$ cat src/rtl/uart_tx_pkg.sv
// UART transmit shared definitions: FSM state encoding, frame constants, bit-period helper.
// Latency: n/a (declarations only).
// Backpressure: n/a.
package uart_tx_pkg;

    typedef enum logic [1:0] {
        IDLE  = 2'd0,
        START = 2'd1,
        DATA  = 2'd2,
        STOP  = 2'd3
    } tx_state_t;

    localparam int UART_DATA_BITS  = 8;
    localparam int UART_FRAME_BITS = 10;  // start + 8 data + stop

    // Clock cycles per serial bit, truncated.
    function automatic int calc_div(input int clock_frequency, input int baud_rate);
        return clock_frequency / baud_rate;
    endfunction

endpackage

$ cat src/rtl/uart_tx_fifo.sv
// Synchronous byte FIFO with push/pop handshakes, occupancy count and full/empty flags.
// Latency: a pushed word is visible at pop_dat_o the cycle after the push edge.
// Backpressure: pushes while full are dropped (no bypass); pops while empty are ignored.
//
// Ports: clk_i/rst_ni clock and async active-low reset; push_i/push_dat_i write side;
//        pop_i/pop_dat_o read side (pop_dat_o is the current head); count_o occupancy;
//        full_o/empty_o status flags.
module uart_tx_fifo #(
    parameter int DEPTH = 4,
    parameter int WIDTH = 8,
    localparam int AW = $clog2(DEPTH),
    localparam int CW = AW + 1
) (
    input  logic             clk_i,
    input  logic             rst_ni,
    input  logic             push_i,
    input  logic [WIDTH-1:0] push_dat_i,
    input  logic             pop_i,
    output logic [WIDTH-1:0] pop_dat_o,
    output logic [CW-1:0]    count_o,
    output logic             full_o,
    output logic             empty_o
);

    logic [WIDTH-1:0] mem [DEPTH];
    logic [AW-1:0]    wr_ptr_q;
    logic [AW-1:0]    rd_ptr_q;
    logic [CW-1:0]    count_q;
    logic             do_push;
    logic             do_pop;

    // Full is checked before any same-cycle pop, so a full FIFO never takes a byte.
    assign do_push   = push_i && !full_o;
    assign do_pop    = pop_i && !empty_o;
    assign full_o    = (count_q == CW'(DEPTH));
    assign empty_o   = (count_q == '0);
    assign count_o   = count_q;
    assign pop_dat_o = mem[rd_ptr_q];

    // Storage needs no reset: entries are only read after being written.
    always_ff @(posedge clk_i) begin
        if (do_push) begin
            mem[wr_ptr_q] <= push_dat_i;
        end
    end

    // DEPTH is a power of two, so pointers wrap by natural overflow.
    always_ff @(posedge clk_i or negedge rst_ni) begin
        if (!rst_ni) begin
            wr_ptr_q <= '0;
            rd_ptr_q <= '0;
            count_q  <= '0;
        end else begin
            if (do_push) begin
                wr_ptr_q <= wr_ptr_q + 1'b1;
            end
            if (do_pop) begin
                rd_ptr_q <= rd_ptr_q + 1'b1;
            end
            unique case ({do_push, do_pop})
                2'b10:   count_q <= count_q + 1'b1;
                2'b01:   count_q <= count_q - 1'b1;
                default: count_q <= count_q;
            endcase
        end
    end

endmodule

$ cat src/rtl/uart_byte_tx.sv
// Byte-wide UART 8N1 transmitter fed by a small FIFO.
// Latency: line goes low 2 cycles after a handshake into an empty, idle transmitter.
// Backpressure: ready_o drops while the FIFO is full; back-to-back frames have no idle gap.
//
// Ports: clk_i/rst_ni clock and async active-low reset; data_i/valid_i/ready_o byte
//        handshake; uart_tx_o registered serial line (idle high); busy_o frame active or
//        bytes pending; fifo_count_o bytes waiting in the FIFO.
module uart_byte_tx
    import uart_tx_pkg::*;
#(
    parameter int CLOCK_FREQUENCY = 25_000_000,
    parameter int UART_BAUD_RATE  = 57600,
    parameter int FIFO_DEPTH      = 4
) (
    input  logic                          clk_i,
    input  logic                          rst_ni,
    input  logic [7:0]                    data_i,
    input  logic                          valid_i,
    output logic                          ready_o,
    output logic                          uart_tx_o,
    output logic                          busy_o,
    output logic [$clog2(FIFO_DEPTH):0]   fifo_count_o
);

    localparam int DIV   = calc_div(CLOCK_FREQUENCY, UART_BAUD_RATE);
    localparam int CNT_W = (DIV < 2) ? 1 : $clog2(DIV);

    if (DIV < 2) begin : g_div_check
        $error("uart_byte_tx: bit period must be at least 2 clock cycles");
    end
    if (FIFO_DEPTH < 2 || (FIFO_DEPTH & (FIFO_DEPTH - 1)) != 0) begin : g_depth_check
        $error("uart_byte_tx: FIFO_DEPTH must be a power of two >= 2");
    end

    tx_state_t  state_q, state_d;
    logic [CNT_W-1:0] baud_cnt_q, baud_cnt_d;
    logic [2:0] bit_cnt_q, bit_cnt_d;
    logic [7:0] shift_q, shift_d;
    logic       tx_q, tx_d;

    logic       fifo_pop;
    logic [7:0] fifo_head;
    logic       fifo_full;
    logic       fifo_empty;
    logic       bit_end;

    uart_tx_fifo #(
        .DEPTH (FIFO_DEPTH),
        .WIDTH (8)
    ) u_fifo (
        .clk_i      (clk_i),
        .rst_ni     (rst_ni),
        .push_i     (valid_i),
        .push_dat_i (data_i),
        .pop_i      (fifo_pop),
        .pop_dat_o  (fifo_head),
        .count_o    (fifo_count_o),
        .full_o     (fifo_full),
        .empty_o    (fifo_empty)
    );

    assign ready_o   = !fifo_full;
    assign busy_o    = (state_q != IDLE) || (fifo_count_o != '0);
    assign uart_tx_o = tx_q;
    assign bit_end   = (baud_cnt_q == CNT_W'(DIV - 1));

    always_comb begin
        state_d    = state_q;
        baud_cnt_d = baud_cnt_q;
        bit_cnt_d  = bit_cnt_q;
        shift_d    = shift_q;
        fifo_pop   = 1'b0;
        tx_d       = 1'b1;

        unique case (state_q)
            IDLE: begin
                if (!fifo_empty) begin
                    fifo_pop   = 1'b1;
                    shift_d    = fifo_head;
                    baud_cnt_d = '0;
                    state_d    = START;
                end
            end
            START: begin
                if (bit_end) begin
                    baud_cnt_d = '0;
                    bit_cnt_d  = '0;
                    state_d    = DATA;
                end else begin
                    baud_cnt_d = baud_cnt_q + 1'b1;
                end
            end
            DATA: begin
                if (bit_end) begin
                    baud_cnt_d = '0;
                    shift_d    = shift_q >> 1;
                    if (bit_cnt_q == 3'(UART_DATA_BITS - 1)) begin
                        state_d = STOP;
                    end else begin
                        bit_cnt_d = bit_cnt_q + 1'b1;
                    end
                end else begin
                    baud_cnt_d = baud_cnt_q + 1'b1;
                end
            end
            STOP: begin
                if (bit_end) begin
                    baud_cnt_d = '0;
                    // Chain straight into the next start bit when a byte is waiting.
                    if (!fifo_empty) begin
                        fifo_pop = 1'b1;
                        shift_d  = fifo_head;
                        state_d  = START;
                    end else begin
                        state_d = IDLE;
                    end
                end else begin
                    baud_cnt_d = baud_cnt_q + 1'b1;
                end
            end
            default: state_d = IDLE;
        endcase

        // Line level follows the current state; registering it delays every bit
        // by exactly one cycle, so bit widths and gapless chaining are preserved.
        unique case (state_q)
            START:   tx_d = 1'b0;
            DATA:    tx_d = shift_q[0];
            default: tx_d = 1'b1;
        endcase
    end

    always_ff @(posedge clk_i or negedge rst_ni) begin
        if (!rst_ni) begin
            state_q    <= IDLE;
            baud_cnt_q <= '0;
            bit_cnt_q  <= '0;
            shift_q    <= '0;
            tx_q       <= 1'b1;
        end else begin
            state_q    <= state_d;
            baud_cnt_q <= baud_cnt_d;
            bit_cnt_q  <= bit_cnt_d;
            shift_q    <= shift_d;
            tx_q       <= tx_d;
        end
    end

endmodule

$ cat config.mk
export PLATFORM = sky130hd
export DESIGN_NAME = uart_byte_tx
export DESIGN_NICKNAME = d
export VERILOG_FILES = /design/src/rtl/uart_tx_pkg.sv /design/src/rtl/uart_tx_fifo.sv /design/src/rtl/uart_byte_tx.sv
export SDC_FILE = /design/constraint.sdc
export NUM_CORES = 1
export LEC_CHECK = 0
export CORE_AREA = 2 2 119 98
export DETAILED_ROUTE_END_ITERATION = 10
export DIE_AREA = 0 0 121 100
export MAX_ROUTING_LAYER = met4
export PLACE_DENSITY = 0.54
export SYNTH_ARGS = -nofsm -noshare
export SYNTH_HDL_FRONTEND = slang
export SYNTH_SLANG_ARGS = --single-unit
$ cat constraint.sdc
create_clock -name clk_i -period 6.2 [get_ports clk_i]
set_input_delay 0.93 -clock clk_i [delete_from_list [all_inputs] [get_ports clk_i]]
set_output_delay 0.93 -clock clk_i [all_outputs]
set_load 0.01 [all_outputs]
==> results of run 1 <==
placed cells by master (no fill, tap or decap), types with 3 or more instances in the layout:
cell type | Yosys | routed
a21oi_1 | 6 | 6
a22o_1 | 3 | 3
and3_1 | 4 | 4
clkbuf_16 | 0 | 9
clkdlybuf4s50_1 | 0 | 16
dfrtp_1 | 29 | 29
edfxtp_1 | 32 | 32
ha_1 | 15 | 15
inv_1 | 13 | 13
inv_6 | 0 | 3
mux2_1 | 8 | 8
mux2_4 | 8 | 8
mux4_1 | 7 | 7
nand2_1 | 5 | 5
nand3_1 | 3 | 3
nor2_1 | 8 | 8
nor3_1 | 6 | 6
o21ai_0 | 7 | 7
o2bb2ai_1 | 4 | 4
xor2_1 | 4 | 4
per-stage QoR:
| stage | instances | util [%] | setup WS (ns) |
|---|---|---|---|
| floorplan | 204 | - | 3.91 |
| global placement | 366 | 30.1 | 3.39 |
| detailed placement | 366 | 30.1 | 3.33 |
| finish | 382 | 32.7 | 2.98 |
| CTS | 382 | 32.7 | 2.97 |
| global route | 382 | 32.7 | 2.82 |
worst paths after layout:
| kind | from | to | cells past startpoint |
|---|---|---|---|
| max | state_q[1] | busy_o | 5 |
| min | shift_q[6] | shift_q[6] | 1 |
| max reg2reg | baud_cnt_q[1] | u_fifo.count_o[2] | 11 |
| min reg2reg | shift_q[6] | shift_q[6] | 1 |
| max in group asynchronous | rst_ni | uart_tx_o | 2 |
| min in group asynchronous | rst_ni | baud_cnt_q[7] | 2 |
routing by layer:
layer | global-route usage [%] | vias to the layer above | share of wire, %
met1 | 13.2 | 859 | 54
met5 | - | - | 0
met2 | 13.2 | 21 | 42
li1 | - | 830 | -
met4 | 5.64 | 0 | 1.9
met3 | 2.73 | 7 | 2.4
cell families (layout without fill, tap and decap cells):
family,count (synthesis),in the layout,share of synthesized area (%)
multiplexers,27,27,14.9
AO/OA/AOI/OAI,31,31,7.19
buffers and inverters,17,47,2.70
adder cells (fa/ha/maj),16,16,6.90
AND/OR/NAND/NOR,45,45,9.68
XOR/XNOR,6,6,1.75
flip-flops,62,62,56.9
power by group:
group | leakage, nW | internal [W] | total [W] | switching (W)
registers | 0.658 | 0.000499 | 0.000532 | 0.0000331
logic | 0.613 | 0.0000761 | 0.000161 | 0.0000845
clock network | 0.139 | 0.000278 | 0.000474 | 0.000196
sequential cells by signal, indices dropped and copies added, names as in the netlist:
name	flops
shift_q	8
baud_cnt_q	9
uart_tx_o	1
u_fifo.rd_ptr_q	2
u_fifo.mem	32
bit_cnt_q	3
u_fifo.count_o	3
state_q	2
u_fifo.wr_ptr_q	2
layout make-up:
type	count	area [um^2]	area share, %
Tap cell	148	185	5.11
Sequential cell	62	1710	47.3
Clock buffer	9	225	6.22
Clock inverter	7	62.6	1.73
Multi-Input combinational cell	125	1220	33.6
Inverter	14	52.6	1.45
Timing Repair Buffer	17	168	4.63
worst reg2reg max path: stages, from the launching register on:
cell and delay [ns]:
dfrtp_1 0.41, inv_1 0.08, ha_1 0.17, and4_1 0.25, a31oi_1 0.13, nor3_1 0.36
ha_1 0.26, inv_1 0.06, fa_1 0.37, xor2_1 0.15, nor2_1 0.11, xor2_1 0.14
==> reports/results.env, run 1 <==
POST_SYNTH_MAIN_AREA_CONTRIBUTORS='edfxtp_1, dfrtp_1, ha_1, mux4_1, mux2_4'
POST_ROUTE_CELLS_DRIVE_ABOVE_1_SHARE_PCT=16.2
MAXCLOCKFREQUENCY_MHz=311
TIMING_WORST_SETUP_PATH_TYPE='reg -> out'
POSTROUTEANTENNANETS=0
LAYOUT_OVERHEAD_ON_THE_SYNTHESIZED_AREA_PCT=20.3
CRIT_CHAIN='inv_1 > ha_1 > nor4b_4 > inv_2 > clkdlybuf4s50_1'
SYNTH_SEQUENTIAL_AREA_RATIO_PCT=56.9
TIMING.FINAL.HOLD_VIOLATIONS=0
DETAIL_ROUTE.DRC_VIOLATIONS=0
P_PER_AREA_mW_PER_MM2=322
ASYNC_RESET_FF_SHARE_PCT=48.4
FINAL.FILL_COUNT=1080
PLACED_CELL_AREA_MM2=0.00333
DRTPASS1ITERATIONS=4
YOSYS.CELL_TYPES.COUNT=50
PEAKVDDDROP_mV=0.268
DIE-AREA_MM2=0.0121
CRIT_BUF_INV=3
CLK_PATH_BUF_DEPTH=2
TOTALNEGATIVESETUPSLACK_NS=0
YOSYS_WARNINGS=0
HOLDWS_NS=0.504
TRACK_USAGE_PCT=9.82
PIN_COUNT_OF_THE_BIGGEST_NET_ENTERING_GLOBAL_ROUTING=31
CTS-BUFFERS-INSERTED=9
SYN-NUM-NETS=231
GRT_ANTENNA_BEFORE_REPAIR=0
POST-CTS-SETUP-BUFFER-COUNT=0
GP_CONGESTION=0.800
REGISTER_BIT_COUNT_REPORTED_BY_YOSYS=62
POWER_LEAKAGE_nW=1.41
PLACEMENT_ROWS=35
TIMING.CRITICAL_PATH.FROM_TYPE='register'
POST_CTS_RESIZED=0
DRTITER0DRC=57
MIN_CLOCK_PERIOD_POST_ROUTE_NS=3.22
ROUTE.DETAILED.WL_PER_INST_UM=13.5
YOSYS.AREA.TOP_TYPE_SHARE_PCT=31.9
MOST_AREA_HUNGRY_CELL_TYPE_IN_THE_YOSYS_NETLIST='edfxtp_1'
N_DIODES=0
DETAIL_ROUTE.WIRELENGTH_UM=5170
POST-ROUTE-PERIOD-UTIL_PCT=51.9
HOLD_BUFFERS=0
FINALMAXSLEWVIOLATIONS=0
CLK_PIN_SLEW_NS=0.06
CRIT_PATH_TOP_DELAY_CELL='clkdlybuf4s50_1'
RUN_STATUS='finished, final reports clean'
PORTBUFFERS=16
SINK_COUNT=62
GRT_REMAINING_OVERFLOW=0
PIN_COUNT=17
SYNTH.CELL_AREA_MM2=0.00301
SYNTH-EDFF-COUNT=32
DIE_W_UM=121
CLK-INSERTION-DELAY-LATE_NS=0.33
FINAL_NETS=256
NUM_VIAS=1717
CRIT_PATH_MAX_FANOUT=8
GRT_PASS1_WL_UM=8770
CRIT_PATH_LARGEST_CELL_DELAY_NS=0.51
SETUP_VIOL_COUNT_FINAL=0
CRITPATHARRIVALTIME_NS=2.29
REPORT.POWER.TOTAL_W=0.00117
MAX-CAP-VIOLATIONS=0
NETLIST_INSTANCES=204
POST-ROUTE-CELL-AREA_MM2=0.00362
CLK_ROOT_BUFFER_CELL='clkbuf_16'
RSZ0062_AT_GRT='no'
WORST_CLOCK_SKEW_NS=0.00800
TIMING.CRITICAL_PATH.MAX_DELAY_FAMILY='buffers and inverters'
AVGVIACOUNTPERCELL=4.49
POSTSYNTH.TOPFLOPCELL='edfxtp_1'
WORST-R2R-SETUP-SLACK_NS=3.65
RELATIVE_MAX_TRANSITION_MARGIN_PCT=65.3
CORE_AREA_MM2=0.0111
CTS-HTREE-LEVELS=3
STARTING_DENSITY_PCT=27.2
WORSTPATHREQUIRED_NS=5.27
TRITONCTS='built'
SYNTH.CELLS.MOST_FREQUENT='edfxtp_1, dfrtp_1, ha_1, inv_1'
PLACE.DETAILED.HPWL_UM=3500
WORST_SLEW_PIN_SLEW_NS=0.521
FLOORPLAN.DIE.HEIGHT_UM=100
HOLD_PATH_CLASS='reg -> reg'
CRITICAL_PATH.ENDPOINT_TYPE='primary output'
VIA_COUNT_OF_THE_FIRST_GLOBAL_ROUTING_PASS=1715
SYN-MEAN-INSTANCE-AREA_UM2=14.8
YOSYS.CELL_COUNT.TOP_TYPE='edfxtp_1'
(Power assumes the default switching activity.)
==> run 2, diff against run 1 <==
PLACE_DENSITY = 0.56   (was 0.54)
clock period = 2.58 ns   (was 6.2 ns; I/O delays follow)
==> run 2 against run 1 <==
Against the previous run: wire length rose by 3.8%; design area increased by 1.1%; worst setup slack got worse by 2.8 ns; register-to-register slack lost 3.5 ns; via count decreased by 0.12%; combinational power rose by 140%; hold slack got worse by 0.028 ns; sequential share of layout area shrank 0.53 points; largest cell class unchanged; highest routed layer unchanged.
==> reports/results.env, run 2 (same netlist as run 1, synthesis figures left out) <==
REGISTERS.TOP_BY_FF_COUNT='u_fifo.mem'
HOLD_PATH_CLASS='in -> async'
RELATIVE_MAX_TRANSITION_MARGIN_PCT=58.6  # -6.7 points
MAXCLOCKFREQUENCY_MHz=410
DRTPASS1ITERATIONS=4  # unchanged
FINAL_COMMON_CELL='edfxtp_1'
RUN_STATUS='finished, final reports clean'
HOLDWS_NS=0.475  # -0.0284 ns
GRT_REMAINING_OVERFLOW=0  # unchanged
WORST_R2R_ENDPOINT='u_fifo.count_o[2]'
POST_ROUTE_CELLS_DRIVE_ABOVE_1_SHARE_PCT=18.1  # +1.8 points
CRIT_BUF_INV=2  # -1
POST-ROUTE-PERIOD-UTIL_PCT=94.5
CLK_PATH_BUF_DEPTH=2  # unchanged
MAX-CAP-VIOLATIONS=0  # unchanged
WORST_SLEW_PIN_SLEW_NS=0.616  # +0.0959 ns
WORST_CLOCK_SKEW_NS=0.00300  # -0.00500 ns
LARGEST_REGISTER_FFS=32  # unchanged
GRT_PASS1_WL_UM=9210  # +5.0%
DIE_W_UM=121  # unchanged
TRACK_USAGE_PCT=10.4  # +0.58 points
PLACE.DETAILED.HPWL_UM=3650  # +4.3%
POSTROUTEANTENNANETS=0  # unchanged
TOP_REGS='u_fifo.mem: 32 flops, baud_cnt_q: 9 flops, shift_q: 8 flops'
DETAIL_ROUTE.WIRELENGTH_UM=5360  # +3.8%
FINALCOREUTILIZATION_PCT=33.1  # +0.37 points
P_PER_AREA_mW_PER_MM2=772  # +140%
DIE-AREA_MM2=0.0121  # unchanged
PLACEMENT_ROWS=35  # unchanged
CORE_AREA_MM2=0.0111  # unchanged
FINAL_NETS=260  # +1.6%
PLACED_CELLS_INCL_TAPS=370  # +1.1%
TIMING_WORST_SETUP_PATH_TYPE='reg -> reg'
CRIT_CHAIN='inv_1 > ha_1 > and4_1 > a31oi_1 > nor3_2 > ha_1 > inv_1 > fa_1 > xor2_1 > nor2_1 > xor2_1'
PORTBUFFERS=16  # unchanged
SINK_COUNT=62  # unchanged
CLK_ROOT_BUFFER_CELL='clkbuf_16'
PIN_COUNT_OF_THE_BIGGEST_NET_ENTERING_GLOBAL_ROUTING=31  # unchanged
FLOORPLAN.DIE.HEIGHT_UM=100  # unchanged
WORSTPATHREQUIRED_NS=2.82  # -2.45 ns
PLACED_CELL_AREA_MM2=0.00336  # +0.90%
POST-ROUTE-CELL-AREA_MM2=0.00366  # +1.1%
AVGVIACOUNTPERCELL=4.44  # -1.2%
CRIT_PATH_MAX_FANOUT=4  # -4
MIN_CLOCK_PERIOD_POST_ROUTE_NS=2.44
CLK-INSERTION-DELAY-LATE_NS=0.32  # about the same
CRIT_PATH_TOP_DELAY_CELL='dfrtp_1'
LAYOUT_OVERHEAD_ON_THE_SYNTHESIZED_AREA_PCT=21.7
TRITONCTS='built'
LAYOUT.CELLS.NON_FILLER=386  # +1.0%
N_DIODES=0  # unchanged
PEAKVDDDROP_mV=0.344  # +28%
CLK_PIN_SLEW_NS=0.05  # about the same
CRITICAL_PATH.ENDPOINT_TYPE='register'
CTS-BUFFERS-INSERTED=9  # unchanged
VIA_COUNT_OF_THE_FIRST_GLOBAL_ROUTING_PASS=1738  # +1.3%
REGTOREGSTARTPOINT='baud_cnt_q[1]'
SETUP_VIOL_COUNT_FINAL=0  # unchanged
GRT_ANTENNA_BEFORE_REPAIR=0  # unchanged
POWER_LEAKAGE_nW=1.43  # +1.2%
CTS-HTREE-LEVELS=3  # unchanged
TIMING.FINAL.HOLD_VIOLATIONS=0  # unchanged
DRTITER0DRC=81  # +42%
ROUTE.DETAILED.WL_PER_INST_UM=13.9  # +2.7%
PIN_COUNT=17  # unchanged
CRITPATHARRIVALTIME_NS=2.68  # +0.39 ns
CRIT_PATH_LARGEST_CELL_DELAY_NS=0.40  # -0.11 ns
WORST-R2R-SETUP-SLACK_NS=0.14  # -3.51 ns
NUM_VIAS=1715  # -0.12%
TIMING.CRITICAL_PATH.FROM_TYPE='register'
LAYOUT.CELLS.MOST_COMMON_LIST='edfxtp_1, dfrtp_1, ha_1, clkdlybuf4s50_1, inv_1'
REG2REG_DEPTH=11  # unchanged
FINALMAXSLEWVIOLATIONS=0  # unchanged
DETAIL_ROUTE.DRC_VIOLATIONS=0  # unchanged
GP_CONGESTION=0.790  # -1.2%
TIMING.CRITICAL_PATH.MAX_DELAY_FAMILY='adder cells'
STARTING_DENSITY_PCT=27.2  # unchanged
-- run 2: worst max path at each step --
stage | start | to | slack, ns | cells past startpoint
after floorplan | baud_cnt_q[1] | u_fifo.count_o[2] | 0.29 | 11
after global placement | baud_cnt_q[1] | u_fifo.count_o[2] | 0.16 | 11
after detailed placement | baud_cnt_q[1] | u_fifo.count_o[2] | 0.04 | 11
after CTS | baud_cnt_q[1] | u_fifo.count_o[2] | 0.03 | 11
after global routing | baud_cnt_q[1] | u_fifo.count_o[2] | -0.002 | 11
final | baud_cnt_q[1] | u_fifo.count_o[2] | 0.14 | 11
-- run 2: final cells by class --
class | count | area [um^2]
well taps | 148 | 185
clock buffers | 10 | 229
repair buffers | 21 | 200
multi-input cells | 125 | 1220
fillers | 1088 | 7420
inverters | 14 | 52.6
clock inverters | 6 | 62.6
flip-flops and latches | 62 | 1710
-- run 2: timing repair --
action,in CTS,in global routing
hold buffers,0,0
resized for setup,0,4
setup buffers,0,0
endpoints found under the setup margin,0,2
-- run 2: power breakdown --
part           internal [W]  switching, W
logic              0.000184      0.000208
registers           0.00120     0.0000773
clock network      0.000743      0.000417
-- run 2: worst reg2reg max path: cells and delay by family, from the launching register on --
family	cells	cell delay (ns)
fa+ha+maj	3	0.76
buf+inv	2	0.15
xor+xnor	2	0.30
compound gates	1	0.14
simple gates	3	0.62
flops	1	0.40
-- run 2: per-stage QoR --
| step | power [W] | setup WS (ns) | TNS (ns) |
|---|---|---|---|
| after floorplan | 0.00152 | 0.286 | 0 |
| after global placement | 0.00169 | 0.161 | 0 |
| after detailed placement | 0.00170 | 0.0441 | 0 |
| after CTS | 0.00286 | 0.0267 | 0 |
| after global routing | 0.00297 | -0.00227 | -0.00227 |
| final | 0.00283 | 0.143 | 0 |
-- run 2: metal layers --
layer  track usage, %  vias to the layer above  share of wire (%)
li1                 -                      837                  -
met1             13.8                      831                 49
met2             14.6                       36                 44
met3             2.39                       11                3.6
met4             5.81                        0                2.5
met5                -                        -                  0
